===== src/rtl/cache_arb_pkg.sv =====
`default_nettype none
// ============================================================================
// Module      : cache_arb_pkg
// Description : Shared types and constants for the cache bus arbiter:
//               FSM state encoding, master IDs and a granted-request helper.
// Revision    : 1.0 - initial release
// ============================================================================
package cache_arb_pkg;

    // Transaction sequencing states
    typedef enum logic [1:0] {
        IDLE = 2'b00,
        ADDR = 2'b01,
        DATA = 2'b10
    } state_t;

    // Master identifiers held in the grant register
    localparam logic GNT_INST = 1'b0;
    localparam logic GNT_DATA = 1'b1;

    // Request line of whichever master currently owns the grant
    function automatic logic gnt_req(input logic gnt,
                                     input logic inst_req,
                                     input logic data_req);
        return (gnt == GNT_DATA) ? data_req : inst_req;
    endfunction

endpackage
`default_nettype wire


===== src/rtl/cache_arb_pick.sv =====
`default_nettype none
// ============================================================================
// Module      : cache_arb_pick
// Description : Combinational winner selection between the i-cache and
//               d-cache requests. Fixed data priority by default; with
//               CACHE_ARB_RR_EN defined, simultaneous requests go to the
//               master that was not granted last.
// Revision    : 1.0 - initial release
// ============================================================================
module cache_arb_pick
    import cache_arb_pkg::*;
(
    input  logic inst_req,
    input  logic data_req,
`ifdef CACHE_ARB_RR_EN
    input  logic last_gnt,
`endif
    output logic winner
);

    // Pick the winner; with no request at all the result defaults to data
    always_comb begin
        winner = GNT_DATA;
`ifdef CACHE_ARB_RR_EN
        if (inst_req && data_req) begin
            winner = (last_gnt == GNT_DATA) ? GNT_INST : GNT_DATA;
        end else if (inst_req) begin
            winner = GNT_INST;
        end
`else
        if (!data_req && inst_req) begin
            winner = GNT_INST;
        end
`endif
    end

endmodule
`default_nettype wire


===== src/rtl/cache_bus_arbiter.sv =====
`default_nettype none
// ============================================================================
// Module      : cache_bus_arbiter
// Description : Shares one sram-like bus to the AXI bridge between the
//               i-cache and d-cache masters. One transaction outstanding at
//               a time, sequenced IDLE -> ADDR -> DATA. Optional macro
//               CACHE_ARB_RR_EN enables round-robin arbitration.
// Revision    : 1.0 - initial release
// ============================================================================
module cache_bus_arbiter
    import cache_arb_pkg::*;
#(
    parameter int ADDR_WIDTH = 32,
    parameter int DATA_WIDTH = 32
)(
    input  logic                  clk,
    input  logic                  rst,
    // i-cache master (read only)
    input  logic                  inst_req,
    input  logic [1:0]            inst_size,
    input  logic [ADDR_WIDTH-1:0] inst_addr,
    output logic [DATA_WIDTH-1:0] inst_rdata,
    output logic                  inst_addr_ok,
    output logic                  inst_data_ok,
    // d-cache master
    input  logic                  data_req,
    input  logic                  data_wr,
    input  logic [1:0]            data_size,
    input  logic [ADDR_WIDTH-1:0] data_addr,
    input  logic [DATA_WIDTH-1:0] data_wdata,
    output logic [DATA_WIDTH-1:0] data_rdata,
    output logic                  data_addr_ok,
    output logic                  data_data_ok,
    // bridge side
    output logic                  mem_req,
    output logic                  mem_wr,
    output logic [1:0]            mem_size,
    output logic [ADDR_WIDTH-1:0] mem_addr,
    output logic [DATA_WIDTH-1:0] mem_wdata,
    input  logic [DATA_WIDTH-1:0] mem_rdata,
    input  logic                  mem_addr_ok,
    input  logic                  mem_data_ok
);

    state_t r_state_q, r_state_d;
    logic   r_gnt_q,   r_gnt_d;
    logic   w_winner;
    logic   w_gnt_req;
`ifdef CACHE_ARB_RR_EN
    logic   r_last_gnt_q, r_last_gnt_d;
`endif

    cache_arb_pick u_pick (
        .inst_req (inst_req),
`ifdef CACHE_ARB_RR_EN
        .last_gnt (r_last_gnt_q),
`endif
        .data_req (data_req),
        .winner   (w_winner)
    );

    assign w_gnt_req = gnt_req(r_gnt_q, inst_req, data_req);

    // Read data is shared by both masters; only data_ok qualifies it
    assign inst_rdata = mem_rdata;
    assign data_rdata = mem_rdata;

    // Next state: grant is only reloaded in IDLE; a dropped request in ADDR aborts
    always_comb begin
        r_state_d = r_state_q;
        r_gnt_d   = r_gnt_q;
`ifdef CACHE_ARB_RR_EN
        r_last_gnt_d = r_last_gnt_q;
`endif
        case (r_state_q)
            IDLE: begin
                if (inst_req || data_req) begin
                    r_gnt_d   = w_winner;
                    r_state_d = ADDR;
                end
            end
            ADDR: begin
                if (!w_gnt_req) begin
                    r_state_d = IDLE;
                end else if (mem_addr_ok) begin
                    r_state_d = DATA;
`ifdef CACHE_ARB_RR_EN
                    r_last_gnt_d = r_gnt_q;
`endif
                end
            end
            DATA: begin
                if (mem_data_ok) begin
                    r_state_d = IDLE;
                end
            end
            default: r_state_d = IDLE;
        endcase
    end

    // State, grant and round-robin history registers
    always_ff @(posedge clk or posedge rst) begin
        if (rst) begin
            r_state_q <= IDLE;
            r_gnt_q   <= GNT_DATA;
`ifdef CACHE_ARB_RR_EN
            r_last_gnt_q <= GNT_DATA;
`endif
        end else begin
            r_state_q <= r_state_d;
            r_gnt_q   <= r_gnt_d;
`ifdef CACHE_ARB_RR_EN
            r_last_gnt_q <= r_last_gnt_d;
`endif
        end
    end

    // Bus muxing and handshake steering; everything is forced to 0 outside its phase
    always_comb begin
        mem_req      = 1'b0;
        mem_wr       = 1'b0;
        mem_size     = 2'b00;
        mem_addr     = '0;
        mem_wdata    = '0;
        inst_addr_ok = 1'b0;
        inst_data_ok = 1'b0;
        data_addr_ok = 1'b0;
        data_data_ok = 1'b0;
        case (r_state_q)
            ADDR: begin
                mem_req = w_gnt_req;
                if (r_gnt_q == GNT_DATA) begin
                    mem_wr       = data_wr;
                    mem_size     = data_size;
                    mem_addr     = data_addr;
                    mem_wdata    = data_wdata;
                    data_addr_ok = mem_addr_ok;
                end else begin
                    mem_size     = inst_size;
                    mem_addr     = inst_addr;
                    inst_addr_ok = mem_addr_ok;
                end
            end
            DATA: begin
                if (r_gnt_q == GNT_DATA) begin
                    data_data_ok = mem_data_ok;
                end else begin
                    inst_data_ok = mem_data_ok;
                end
            end
            default: ;
        endcase
    end

endmodule
`default_nettype wire


===== config.mk =====
export PLATFORM = sky130hd
export DESIGN_NAME = cache_bus_arbiter
export DESIGN_NICKNAME = d
export VERILOG_FILES = /design/src/rtl/cache_arb_pkg.sv /design/src/rtl/cache_arb_pick.sv /design/src/rtl/cache_bus_arbiter.sv
export SDC_FILE = /design/constraint.sdc
export NUM_CORES = 1
export LEC_CHECK = 0
export ABC_AREA = 1
export CAP_MARGIN = 20
export CELL_PAD_IN_SITES_DETAIL_PLACEMENT = 1
export CELL_PAD_IN_SITES_GLOBAL_PLACEMENT = 2
export CORE_ASPECT_RATIO = 1.75
export CORE_MARGIN = 2
export CORE_UTILIZATION = 10
export DETAILED_ROUTE_END_ITERATION = 7
export PLACE_DENSITY = 0.95
export REMOVE_ABC_BUFFERS = 1
export SYNTH_ARGS = -nofsm -noshare
export SYNTH_HDL_FRONTEND = slang
export SYNTH_SLANG_ARGS = --single-unit

===== constraint.sdc =====
create_clock -name clk -period 1.3 [get_ports clk]
set_clock_uncertainty 0.2 [all_clocks]
set_input_delay 0.26 -clock clk [delete_from_list [all_inputs] [get_ports clk]]
set_output_delay 0.26 -clock clk [all_outputs]
set_load 0.05 [all_outputs]

==> results of run 1 <==
-- repair_timing --
item                       CTS  global route
hold buffers                 0             0
gates resized for setup     54            68
setup endpoints to repair   75            75
setup buffers                5             1
pin swaps                    4            27
cloned                       3             2
-- synthesized netlist by cell type, drive strengths merged --
cell type	n
nor2	37
inv	10
a21oi	34
o21ai	3
dfrtp	2
dfstp	1
nand3	2
nor3	4
buf	82
nand2	109
-- how the worst max path moves through the flow --
| stage | startpoint | to | depth (start not counted) | slack (ns) |
|---|---|---|---|---|
| after floorplan | r_gnt_q$_DFFE_PP1P_ | data_addr_ok | 2 | -1.67 |
| after global placement | r_gnt_q$_DFFE_PP1P_ | data_data_ok | 5 | -0.51 |
| after detailed placement | r_gnt_q$_DFFE_PP1P_ | data_addr_ok | 5 | -0.54 |
| after CTS | r_gnt_q$_DFFE_PP1P_ | mem_addr[17] | 5 | -0.71 |
| after global routing | r_gnt_q$_DFFE_PP1P_ | mem_addr[10] | 5 | -0.79 |
| final | r_gnt_q$_DFFE_PP1P_ | mem_addr[10] | 6 | -0.74 |
-- critical path, cell delays in order, from the launching register on --
cell	delay, ns
dfstp_2	0.55
buf_12	0.14
inv_6	0.05
bufbuf_16	0.27
nand2_2	0.06
a21oi_1	0.08
buf_4	0.20
-- through the flow --
stage                     setup WS [ns]  utilization (%)  hold WS, ns  power, mW  TNS (ns)
after floorplan                   -1.67                -       -0.187       4.81    -80.51
final                            -0.739             27.2       0.0265       11.1    -46.37
after detailed placement         -0.544             22.8        0.269       8.75    -33.50
after global routing             -0.787             27.2       0.0530       11.6    -50.69
after CTS                        -0.713             25.3       0.0273       10.3    -46.88
after global placement           -0.510             22.8        0.266       8.70    -31.63
-- kinds of logic (layout without fill, tap and decap cells) --
family,count (synthesis),in the layout,share of synthesized area (%)
AND/OR/NAND/NOR,152,152,42.3
buffers and inverters,92,222,41.1
AO/OA/AOI/OAI,37,37,11.8
flip-flops,3,3,4.86
-- state kept, by name, indices dropped and copies added (netlist names) --
signal / cells
r_state_q: 2
r_gnt_q: 1
-- metal layers --
layer,wire (um),part of all wire (%)
met1,4020,36
met2,5280,47
met3,1740,16
met4,124,1.1
met5,0,0
-- power breakdown --
| group | internal (mW) | switching (mW) | leakage (nW) |
|---|---|---|---|
| Sequential | 0.151 | 0.0531 | 0.0358 |
| Combinational | 4.34 | 6.02 | 1.65 |
| Clock | 0.406 | 0.0988 | 0.0382 |
-- cell type report --
type | count | area, um^2 | area share (%)
inverter | 10 | 47.5 | 1.14
tap | 186 | 233 | 5.56
timing repair buffer | 208 | 2610 | 62.4
multi-input combinational | 189 | 1140 | 27.2
clock buffer | 4 | 78.8 | 1.88
sequential | 3 | 76.3 | 1.82
==> metrics.cfg, run 1 <==
[cts]
cts_tree = yes
clkTransAtPathRegs_ns = 0.03
clk_path_buf_depth = 2
clockRootBuffer = clkbuf_16
cts.sinks = 3
htree_levels = 1
cts_made_buffers = 3
clock_latency_ns = 0.23

[sta]
max_freq_mhz = 491
final_max_slew_viol_count = 0
maxSlewHeadroom_pct = 84.8
hold_violations = 0
setup_viol = 74
finalCritPeriodShare_pct = 157
min_period_ns = 2.04
rsz0062_at_grt = true
setup_slack_ns = -0.739
tightest_slew_ns = 0.228

[grt]
antenna_found_initial = 0
grt_pass1_vias = 2544
met2_usage_pct = 18.6
use_met3_pct = 8.57
grt_start_max_net_pins = 29
top_usage_layer = met2
grt_overflow = 0
track_usage_pct = 12.0
met1_usage_pct = 13.2
grt_pass1_wl_um = 15400

[worst_setup_path]
critical_path_class = reg2out
worst-r2r-cell-count = 9
cp_max_fo = 6
reg2reg_to = r_state_q[0]$_DFFE_PP0P_
endpoint_kind = primary output
ff2ff_setup_slack_ns = -0.42
r2r_start = r_gnt_q$_DFFE_PP1P_
startpoint_type = flop
arrival_ns = 1.58
cp.required_ns = 0.84

[placed_design]
dp_hpwl_um = 8580
dp.cells = 586
placed_cell_area_um2 = 3500
gp_congestion = 0.721
port_buffers = 178

[routing]
vias = 2350
ant_nets = 0
route.detailed.drc = 0
drt-initial-drc-count = 43
routed_wl_um = 11200
avgRoutedWirePerCell_um = 18.6
vias_per_cell = 3.92
drtPass1Iterations = 3

[power]
leakagePower_nw = 1.73
ir_drop_v = 0.00152
powerDensity_nw_per_um2 = 2640

[synthesis]
ys_ff_latch = 3
synth_area_um2 = 1570
yosys_warnings = 0
synthCells = 284
syn_area_per_cell_um2 = 5.52
yosysUniqueCellTypes = 17
yosys.area.top_type_share_pct = 32.5
yosys.area.top_type = buf_4
yosysSeqAreaShare_pct = 4.86
synth_area_leaders = buf_4, nand2_1, a21oi_1

[cells_and_area]
final_cell_mix = clkdlybuf4s50_1, nand2_1, buf_12, buf_6, buf_4
final_cells = 600
final_cell_area_um2 = 4190
layout-drive-gt1-share_pct = 47.1
fillers = 1755
fin_nets = 554
layout_commonest_cell = clkdlybuf4s50_1
area_growth_pct = 167
insertedDiodeCount = 0

[job]
maxCapViolations = 0

[status]
violations = negative setup slack
outcome = complete, but fails checks

[floorplan]
dieWidth_um = 98.7
row_count = 60
die_area_um2 = 16700
initial_core_util_pct = 10.2
io_pins = 275
die_y_um = 170
core_area_um2 = 15400

[worst_hold_path]
hold_class = in2async

Note: power is estimated with default switching activity, not from simulation.
==> inputs of run 2 (changes only) <==
==> constraint.sdc (replaced) <==
create_clock -name clk -period 2.2 [get_ports clk]
set_clock_uncertainty 0.2 [all_clocks]
set_input_delay 0.44 -clock clk [delete_from_list [all_inputs] [get_ports clk]]
set_output_delay 0.44 -clock clk [all_outputs]
set_load 0.05 [all_outputs]
==> run 2 against run 1 <==
Compared with the run above: the run now ends clean; sequential share of layout area grew 0.29 points; first-iteration DRC count decreased by 35%; wire length down 9.1%; count of clock-buffer cells in the layout stayed put; final cell count decreased by 3.0%; setup slack gained 0.78 ns; power shrank 50%; global-route usage down 0.52 points; critical path depth down 1; via count shrank 5.2%; largest cell class unchanged; largest power group unchanged.
==> metrics.cfg, run 2 (synthesis gave the netlist of run 1 again) <==
[cells_and_area]
biggestRegsByFlops = r_state_q: 2 flops, r_gnt_q: 1 flops
fin_nets = 536  ; -3.2%
final_cell_mix = nand2_1, clkdlybuf4s50_1, buf_12, buf_4, a21oi_1
area_growth_pct = 130
final_cell_area_um2 = 3620  ; -14%
final_util_pct = 23.5  ; -3.7 points
layout-drive-gt1-share_pct = 32.6  ; -15 points
final_cells = 582  ; -3.0%
insertedDiodeCount = 0  ; unchanged
largest_reg_flops = 2  ; unchanged
regMostFlops = r_state_q
layout_commonest_cell = nand2_1

[grt]
antenna_found_initial = 0  ; unchanged
grt_pass1_vias = 2358  ; -7.3%
track_usage_pct = 11.5  ; -0.52 points
grt_pass1_wl_um = 14500  ; -5.6%
grt_overflow = 0  ; unchanged
grt_start_max_net_pins = 30  ; +3.4%

[placed_design]
port_buffers = 178  ; unchanged
dp.cells = 576  ; -1.7%
dp_hpwl_um = 8650  ; +0.75%
placed_cell_area_um2 = 3380  ; -3.6%
gp_congestion = 0.720  ; -0.12%

[floorplan]
initial_core_util_pct = 10.2  ; unchanged
die_area_um2 = 16700  ; unchanged
die_y_um = 170  ; unchanged
io_pins = 275  ; unchanged
row_count = 60  ; unchanged
core_area_um2 = 15400  ; unchanged
dieWidth_um = 98.7  ; unchanged

[routing]
drt-initial-drc-count = 28  ; -35%
avgRoutedWirePerCell_um = 17.4  ; -6.3%
vias_per_cell = 3.83  ; -2.3%
ant_nets = 0  ; unchanged
route.detailed.drc = 0  ; unchanged
routed_wl_um = 10100  ; -9.1%
drtPass1Iterations = 4  ; +1
vias = 2227  ; -5.2%

[cts]
cts_tree = yes
cts.sinks = 3  ; unchanged
clk_path_buf_depth = 2  ; unchanged
cts_made_buffers = 3  ; unchanged
clockRootBuffer = clkbuf_16
clkTransAtPathRegs_ns = 0.03  ; about the same
htree_levels = 1  ; unchanged
clock_latency_ns = 0.22  ; about the same
cts_hold_buf = 0  ; unchanged

[sta]
finalCritPeriodShare_pct = 98.1
rsz0062_at_grt = true
maxSlewHeadroom_pct = 79.3  ; -5.4 points
max_freq_mhz = 463
final_max_slew_viol_count = 0  ; unchanged
fin_tns_setup_ns = 0  ; +46.37 ns
hold_violations = 0  ; unchanged
min_period_ns = 2.16
tightest_slew_ns = 0.310  ; +0.0817 ns
setup_viol = 0  ; -100%

[worst_setup_path]
cpPeakStageDelay_ns = 0.53  ; -0.02 ns
crit_chain = buf_12, buf_12, nand2_1, a21oi_1, buf_4
critical_path_class = reg2out
cp_max_fo = 15  ; +9
critical_path_buf_inv_count = 3  ; -1
startpoint_type = flop
cp.required_ns = 1.56  ; +0.72 ns
cpMostUsedCell = buf_12
endpoint_kind = primary output
arrival_ns = 1.52  ; -0.06 ns
path_delay_family = flip-flops
critPathSlowestCell = dfstp_2

[job]
maxCapViolations = 0  ; unchanged

[power]
powerDensity_nw_per_um2 = 1540  ; -42%
power_mw = 5.56  ; -50%
ir_drop_v = 0.000553  ; -64%
leakagePower_nw = 1.50  ; -13%

[worst_hold_path]
hold_class = in2async

[status]
outcome = finished, final reports clean

## run 2: cell count changes in the layout (fill, tap and decap cells not counted), moves of 14 or more
| cell | previous run | this run |
|---|---|---|
| buf_4 | 24 | 38 |
| a21oi_2 | 18 | 4 |
| nand2_2 | 20 | 0 |
| a21oi_1 | 15 | 30 |
| buf_6 | 27 | 4 |
| nand2_1 | 85 | 109 |
## run 2: final cells by class
cell class	count	area (um^2)
clock buffer	4	78.8
timing repair buffer	190	2240
tap	186	233
multi-input combinational	189	938
inverter	10	50.0
sequential	3	76.3
fill	1832	11800
## run 2: worst paths after layout
check	from	endpoint	slack [ns]	cells after the start
min in group clk	r_state_q[0]$_DFFE_PP0P_	r_gnt_q$_DFFE_PP1P_	0.38	3
hold reg to reg	r_state_q[0]$_DFFE_PP0P_	r_gnt_q$_DFFE_PP1P_	0.38	3
setup reg to reg	r_gnt_q$_DFFE_PP1P_	r_state_q[1]$_DFFE_PP0P_	0.68	7
max in group asynchronous	rst	r_gnt_q$_DFFE_PP1P_	1.41	2
setup / recovery	r_gnt_q$_DFFE_PP1P_	mem_addr[6]	0.04	5
hold / removal	rst	r_state_q[1]$_DFFE_PP0P_	0.18	2
## run 2: timing repair
action	4_1_cts	5_1_grt
cloned	1	0
setup endpoints to repair	28	41
setup buffers	1	0
gates resized for setup	20	17
pin swaps	0	2
## run 2: stage by stage
step	worst slack [ns]	hold slack, ns
2_1_floorplan	-0.952	-0.00708
3_3_place_gp	0.0783	0.373
3_5_place_dp	0.0484	0.377
4_1_cts	0.00196	0.184
5_1_grt	-0.0390	0.196
6_report	0.0425	0.180
## run 2: metal layers
layer,up-vias,share of wire [%],track usage (%)
met5,-,0,3.08
met3,7,16,8.69
met4,0,0.84,1.97
li1,1029,-,-
met2,202,45,17.7
met1,989,38,12.6
## run 2: where the power goes
| part | total, mW | internal [mW] | switching [mW] |
|---|---|---|---|
| sequential | 0.110 | 0.0890 | 0.0206 |
| combinational | 5.16 | 1.89 | 3.26 |
| clock | 0.290 | 0.239 | 0.0503 |
